==> config.mk <==
export PLATFORM = sky130hd
export DESIGN_NAME = uart_rx
export DESIGN_NICKNAME = d
export VERILOG_FILES = /design/src/rtl/uart_rx.sv
export SDC_FILE = /design/constraint.sdc
export NUM_CORES = 1
export LEC_CHECK = 0
export BUFFER_PORTS_ARGS = -buffer_cell sky130_fd_sc_hd__buf_4
export CORE_AREA = 10 10 69 71
export CTS_CLUSTER_DIAMETER = 200
export CTS_CLUSTER_SIZE = 24
export DETAILED_ROUTE_END_ITERATION = 7
export DIE_AREA = 0 0 79 81
export GPL_TIMING_DRIVEN = 0
export HOLD_SLACK_MARGIN = 0.15
export PLACE_DENSITY = 0.77
export SYNTH_ARGS = -nofsm -noshare
export SYNTH_HDL_FRONTEND = slang
export SYNTH_SLANG_ARGS = --single-unit
export TNS_END_PERCENT = 50
==> constraint.sdc <==
create_clock -name clk -period 4.85 [get_ports clk]
set_input_delay 0 -clock clk [delete_from_list [all_inputs] [get_ports clk]]
set_output_delay 0 -clock clk [all_outputs]
set_load 0.01 [all_outputs]
==> src/rtl/uart_rx.sv <==
// rtl/uart_rx.sv - 8N1 UART receiver with mid-bit sampling, valid/ready byte hold, framing and overrun flags
module uart_rx #(
   parameter int CLOCK_FREQ = 30000000,
   parameter int BAUD_RATE  = 115200
) (
   input  logic       clk,
   input  logic       rst,
   input  logic       rx,
   input  logic       ready,
   output logic [7:0] data,
   output logic       valid,
   output logic       frame_err,
   output logic       overrun,
   output logic       busy
);

   localparam int BIT_CYCLES  = CLOCK_FREQ / BAUD_RATE + 1;
   localparam int HALF_CYCLES = BIT_CYCLES / 2;
   localparam int CNT_W       = (BIT_CYCLES > 2) ? $clog2(BIT_CYCLES) : 1;
   localparam logic [CNT_W-1:0] BIT_LAST  = CNT_W'(BIT_CYCLES - 1);
   localparam logic [CNT_W-1:0] HALF_LAST = CNT_W'(HALF_CYCLES - 1);

   typedef enum logic [1:0] {
      S_IDLE,
      S_START,
      S_DATA,
      S_STOP
   } state_t;

   state_t           state_q, state_d;
   logic             sync1_q, sync1_d;
   logic             rxs_q, rxs_d;
   logic             hist_q, hist_d;
   logic [1:0]       flush_q, flush_d;
   logic             armed_q, armed_d;
   logic [CNT_W-1:0] cnt_q, cnt_d;
   logic [2:0]       idx_q, idx_d;
   logic [7:0]       shift_q, shift_d;
   logic [7:0]       data_q, data_d;
   logic             valid_q, valid_d;
   logic             frame_err_q, frame_err_d;
   logic             overrun_q, overrun_d;

   always_comb begin
      sync1_d     = rx;
      rxs_d       = sync1_q;
      hist_d      = rxs_q;
      // Synchronizer holds reset values for two edges; only trust rxs once flushed,
      // and only start frames after the line has really been seen high.
      flush_d     = {flush_q[0], 1'b1};
      armed_d     = armed_q | (flush_q[1] & rxs_q);
      state_d     = state_q;
      cnt_d       = cnt_q;
      idx_d       = idx_q;
      shift_d     = shift_q;
      data_d      = data_q;
      valid_d     = valid_q;
      frame_err_d = 1'b0;
      overrun_d   = 1'b0;

      if (valid_q && ready) begin
         valid_d = 1'b0;
      end

      case (state_q)
         S_IDLE: begin
            cnt_d = '0;
            if (armed_q && hist_q && !rxs_q) begin
               state_d = S_START;
            end
         end
         S_START: begin
            if (cnt_q == HALF_LAST) begin
               cnt_d   = '0;
               idx_d   = 3'd0;
               state_d = rxs_q ? S_IDLE : S_DATA;
            end else begin
               cnt_d = cnt_q + CNT_W'(1);
            end
         end
         S_DATA: begin
            if (cnt_q == BIT_LAST) begin
               cnt_d          = '0;
               shift_d[idx_q] = rxs_q;
               if (idx_q == 3'd7) begin
                  state_d = S_STOP;
               end else begin
                  idx_d = idx_q + 3'd1;
               end
            end else begin
               cnt_d = cnt_q + CNT_W'(1);
            end
         end
         S_STOP: begin
            if (cnt_q == BIT_LAST) begin
               cnt_d   = '0;
               state_d = S_IDLE;
               if (!rxs_q) begin
                  frame_err_d = 1'b1;
               end else if (valid_q && !ready) begin
                  overrun_d = 1'b1;
               end else begin
                  data_d  = shift_q;
                  valid_d = 1'b1;
               end
            end else begin
               cnt_d = cnt_q + CNT_W'(1);
            end
         end
         default: begin
            state_d = S_IDLE;
            cnt_d   = '0;
         end
      endcase
   end

   always_ff @(posedge clk or posedge rst) begin
      if (rst) begin
         state_q     <= S_IDLE;
         sync1_q     <= 1'b1;
         rxs_q       <= 1'b1;
         hist_q      <= 1'b1;
         flush_q     <= 2'b00;
         armed_q     <= 1'b0;
         cnt_q       <= '0;
         idx_q       <= 3'd0;
         shift_q     <= 8'h00;
         data_q      <= 8'h00;
         valid_q     <= 1'b0;
         frame_err_q <= 1'b0;
         overrun_q   <= 1'b0;
      end else begin
         state_q     <= state_d;
         sync1_q     <= sync1_d;
         rxs_q       <= rxs_d;
         hist_q      <= hist_d;
         flush_q     <= flush_d;
         armed_q     <= armed_d;
         cnt_q       <= cnt_d;
         idx_q       <= idx_d;
         shift_q     <= shift_d;
         data_q      <= data_d;
         valid_q     <= valid_d;
         frame_err_q <= frame_err_d;
         overrun_q   <= overrun_d;
      end
   end

   assign data      = data_q;
   assign valid     = valid_q;
   assign frame_err = frame_err_q;
   assign overrun   = overrun_q;
   assign busy      = (state_q != S_IDLE);

endmodule

### Word-level counts from Yosys, hierarchy flattened

Index checks and enable logic that the tools add are counted.

| storage, ports and cells | value |
|---|---|
| flip-flop bits (word level) | 39 |
| bits of input ports | 4 |
| output and inout port bits | 12 |
| word-level logic and storage cells | 76 |

| cells by class | value |
|---|---|
| add/subtract/negate cells | 2 |
| $lt $le $gt $ge | 2 |
| equality and inequality tests | 12 |
| mux-type cells | 29 |
| bitwise gates (word level) | 3 |
| reductions and logical operators | 15 |

Operator list:

| kind | number |
|---|---|
| case mux 9 bit (3 select lines) | 1 |
| 2-to-1 mux 9 bit | 2 |
| 2-to-1 mux 1 bit | 13 |
| 2-to-1 mux 2 bit | 6 |
| != test 2 bit, second input constant | 6 |
| adder 9 x 1 -> 9 bit, second input constant | 1 |
| equality test 9 x 8 -> 1 bit, second input constant | 1 |
| equality test 9 bit, second input constant | 1 |
| 2-to-1 mux 3 bit | 3 |
| bitwise mux 8 bit | 1 |
| case mux 2 bit (4 select lines) | 1 |
| AND reduction 4 bit | 2 |
| case mux 3 bit (2 select lines) | 1 |
| logical AND 1 bit | 5 |
| AND reduction 5 bit | 1 |
| equality test 2 bit, second input constant | 2 |
| less-than comparator 3 x 4 -> 1 bit, second input constant | 1 |
| nonzero test 2 bit | 2 |
| adder 3 x 1 -> 3 bit, second input constant | 1 |
| demux 1 bit (select 3 bit) | 1 |
| equality test 3 bit, second input constant | 1 |
| >= comparator 3 x 1 -> 1 bit, second input constant | 1 |
| equality test 2 x 1 -> 1 bit, second input constant | 1 |
| logical NOT 1 bit | 2 |
| 6 further kinds | 6 |

### Logic depth before layout (Yosys ltp)

| depth | value |
|---|---|
| word-level depth | 6 |
| depth in mapped cells | 6 |
| depth with buffers taken out | 5 |

### Worst setup path after synthesis

OpenSTA, ideal clock, no wires.

| timing | value |
|---|---|
| path kind | flip-flop to flip-flop |
| start point | reg cnt_q[5] |
| end point | reg shift_q[0] |
| data arrival time | 1717 ps |
| data required time | 4725 ps |
| path slack | 3008 ps |
| cell stages (with the launch flop) | 5 |
| clock period less this slack | 1842 ps |
| cells stage by stage | dfrtp_1 > or4_4 > buf_6 > nor4_1 > mux2_2 |

| between the ends | value |
|---|---|
| cells in the longest elaborated chain, start to end | 2 |

Ends and longest elaborated chain:

| what | RTL line | text |
|---|---|---|
| start: declaration | 36 | `logic [CNT_W-1:0] cnt_q, cnt_d;` |
| start signal: assignment | 139 | `cnt_q <= cnt_d;` |
| equality test 9 bit | 82 | `if (cnt_q == BIT_LAST) begin` |
| AND reduction 2 bit (no source line) | -- |  |
| end signal: assignment | 141 | `shift_q <= shift_d;` |
| end: declaration | 38 | `logic [7:0] shift_q, shift_d;` |

No other way between the ends.
A chain may end at the register's enable or synchronous reset.

### Worst setup path in the final report

| timing | value |
|---|---|
| start point | reg cnt_q[6] |
| end point | reg data_q[2], in the netlist data[2] |

| between the ends | value |
|---|---|
| cells in the longest elaborated chain, start to end | 2 |

Ends and longest elaborated chain:

| what | RTL line | text |
|---|---|---|
| equality test 9 bit | 95 | `if (cnt_q == BIT_LAST) begin` |
| AND reduction 4 bit (no source line) | -- |  |
| end signal: assignment | 142 | `data_q <= data_d;` |
| end: declaration | 39 | `logic [7:0] data_q, data_d;` |

No other way between the ends.

==> impl_metrics.tcl <==
set metrics [dict create \
    synth_largest_area_cell "dfrtp_1" \
    diodes 0 \
    clock_latency_ps 350 \
    power.leakage_uw 0.00101 \
    clk_pin_slew_worst_paths_ps 110 \
    synth_cell_types 47 \
    vias 1314 \
    grt_pass1_wl_mm 6.30 \
    overflow 0 \
    synth_nets 160 \
    p_int_uw 595 \
    cp_slowest_stage_delay_ps 800 \
    start_util 0.520 \
    crit_type "reg2reg" \
    cp_max_fo 8 \
    whs_ps 216 \
    critPathBufInv 0 \
    synth_seq_cells 39 \
    detail-route-antenna-nets 0 \
    syn_to_final_growth_pct 18.3 \
    ys_dominant_reg_cell "dfrtp_1" \
    maxSlewViolCount 0 \
    status "finished, final reports clean" \
    detailedPlace.worstSlack_ps 2800 \
    clock-sinks 39 \
    place.gp.congestion 0.864 \
    seqPwrFrac 0.476 \
    postCtsSetupBuffers 0 \
    peakVddDrop_mv 0.340 \
    period_share 0.428 \
    antenna_found_initial 0 \
    syn_area_um2 1830 \
    finalSetupTns_ps 0 \
    yosys_warnings 0 \
    nets 187 \
    drtPass1Iterations 4 \
    ys_seq_area_frac 0.535 \
    final_core_util 0.614 \
    tightestPinTransition_ps 891 \
    port_buffers 15 \
    power_frac_comb 0.209 \
    rsz0062_at_grt "false" \
    wl_per_cell_um 15.2 \
    synthArstFlopShare 1.00 \
    cts_inserted_buffers 5 \
    first_global_vias 1378 \
    synth_edf_count 0 \
    maxSlewHeadroom 0.401 \
    fmax_mhz 482 \
    syn_area_per_cell_um2 12.1 \
    drtIter0Drc 80 \
    cpMaxStageDelayCell "nor4_2" \
    cp_top_family "simple AND/OR/NAND/NOR gates" \
    p_switching_uw 241 \
    die_y_um 81 \
    cts_buffer_depth 2 \
    synth_common_cells "dfrtp_1 (36), mux2_2 (15), nor4_1 (8)" \
    die_w_um 79 \
    final-seq-area_um2 980 \
    min_period_ps 2080 \
    cp_cell_sequence "nor4_2 > nand4_4 > mux2_2" \
    cts-root-buf "clkbuf_4" \
    required_ps 5090 \
    cap_violations 0 \
    fin_ws_ps 2770 \
    final.fill_count 298 \
    via_per_inst 5.79 \
    synth_area_leaders "dfrtp_1 (49%), mux2_2 (9.2%), dfstp_2 (4.3%)" \
    end_kind "register" \
    synth.most_common_cell "dfrtp_1" \
    power.density_nw_per_um2 386 \
    final.setup_skew_ps 12.4 \
    io_pins 16 \
    final_hold_viol_count 0 \
    hp-class "in2async" \
    drive_above_1_share 0.307 \
    cts_tree "done" \
    clkPwrFrac 0.315 \
    yosys.area.top_type_share 0.492 \
    drc 0 \
    dieArea_um2 6400 \
    dpl.hpwl_mm 2.63 \
    rows 22 \
    multi_input_area_um2 778 \
    total_power_uw 836 \
    netlist_instances 151 \
    grt_max_degree 16 \
    worstPathArrival_ps 2320 \
    track_usage 0.123 \
    finalSetupViolations 0 \
    coreArea_um2 3520 \
    start_kind "register" \
    wirelength_mm 3.46 \
    cts_max_level 2 \
    sw_frac_of_total 0.289 \
]
-- sequential cells by signal, indices dropped and copies added (netlist names), named ones only --
signal	count
cnt_q	9
data	8
shift_q	8
idx_q	3
flush_q	2
armed_q	1
frame_err	1
hist_d	1
hist_q	1
overrun	1
rxs_d	1
state_q	1
valid	1
-- power by group through the flow --
stage          Sequential [µW]  Clock [µW]  Combinational [µW]
2_1_floorplan              394           0                 137
3_3_place_gp               401           0                 160
3_5_place_dp               404           0                 173
4_1_cts                    398         270                 176
5_1_grt                    407         287                 199
6_report                   398         263                 175
-- layout by cell type, fill, tap and decap left out, types with 4 or more instances in the layout --
cell type / instances
nand3_1: 6
nor4_1: 8
o21ai_0: 4
dfrtp_1: 36
inv_1: 7
clkbuf_4: 5
buf_4: 16
a22oi_1: 4
ha_1: 5
mux2_2: 15
nand2_1: 6
a31oi_1: 4
clkbuf_1: 4
a21oi_1: 4
-- timing repair --
item                      in CTS  in global routing
gates resized for setup        0                  0
hold buffers                   3                  0
hold endpoints to repair      27                  0
-- through the flow --
| stage | instances | instance area [µm²] |
|---|---|---|
| floorplan | 151 | 1830 |
| global placement | 214 | 2000 |
| detailed placement | 216 | 2030 |
| CTS | 227 | 2160 |
| global route | 227 | 2160 |
| finish | 227 | 2160 |
-- layer usage --
metal	vias to the layer above	track usage	routed length [µm]	part of all wire
met1	655	0.129	1330	0.38
met4	0	0.0358	39	0.011
li1	613	-	-	-
met3	6	0.0497	199	0.058
met2	40	0.224	1890	0.55
met5	-	0	0	0
-- worst register-to-register path, stage by stage, from the launching register on --
cell and delay (ps):
dfrtp_1 450, nor4_2 800, nand4_4 360, mux2_2 370
-- final cells by class --
type | instances | area share
Clock inverter | 2 | 0.0277
Inverter | 7 | 0.0121
Clock buffer | 6 | 0.0191
Tap cell | 48 | 0.0277
Timing Repair Buffer | 20 | 0.0798
Multi-Input combinational cell | 98 | 0.360
Sequential cell | 39 | 0.453
Buffer | 7 | 0.0214
-- logic make-up after synthesis --
family,share of synthesized area
compound gates,0.0977
xor+xnor,0.0144
fa+ha+maj,0.0342
buf+inv,0.0396
flops,0.535
mux,0.0984
other cells,0.00205
simple gates,0.178
-- final timing paths --
path | slack [ps] | endpoint | cells past startpoint | start
setup / recovery | 2770 | data[2] | 3 | cnt_q[6]
hold / removal | 220 | cnt_q[5] | 3 | rst
setup reg to reg | 2770 | data[2] | 3 | cnt_q[6]
hold reg to reg | 360 | flush_q[1] | 0 | flush_q[0]
max in group asynchronous | 4010 | idx_q[2] | 5 | rst
min in group clk | 310 | rxs_d | 2 | rx
Power figures use the tool's default switching activity.
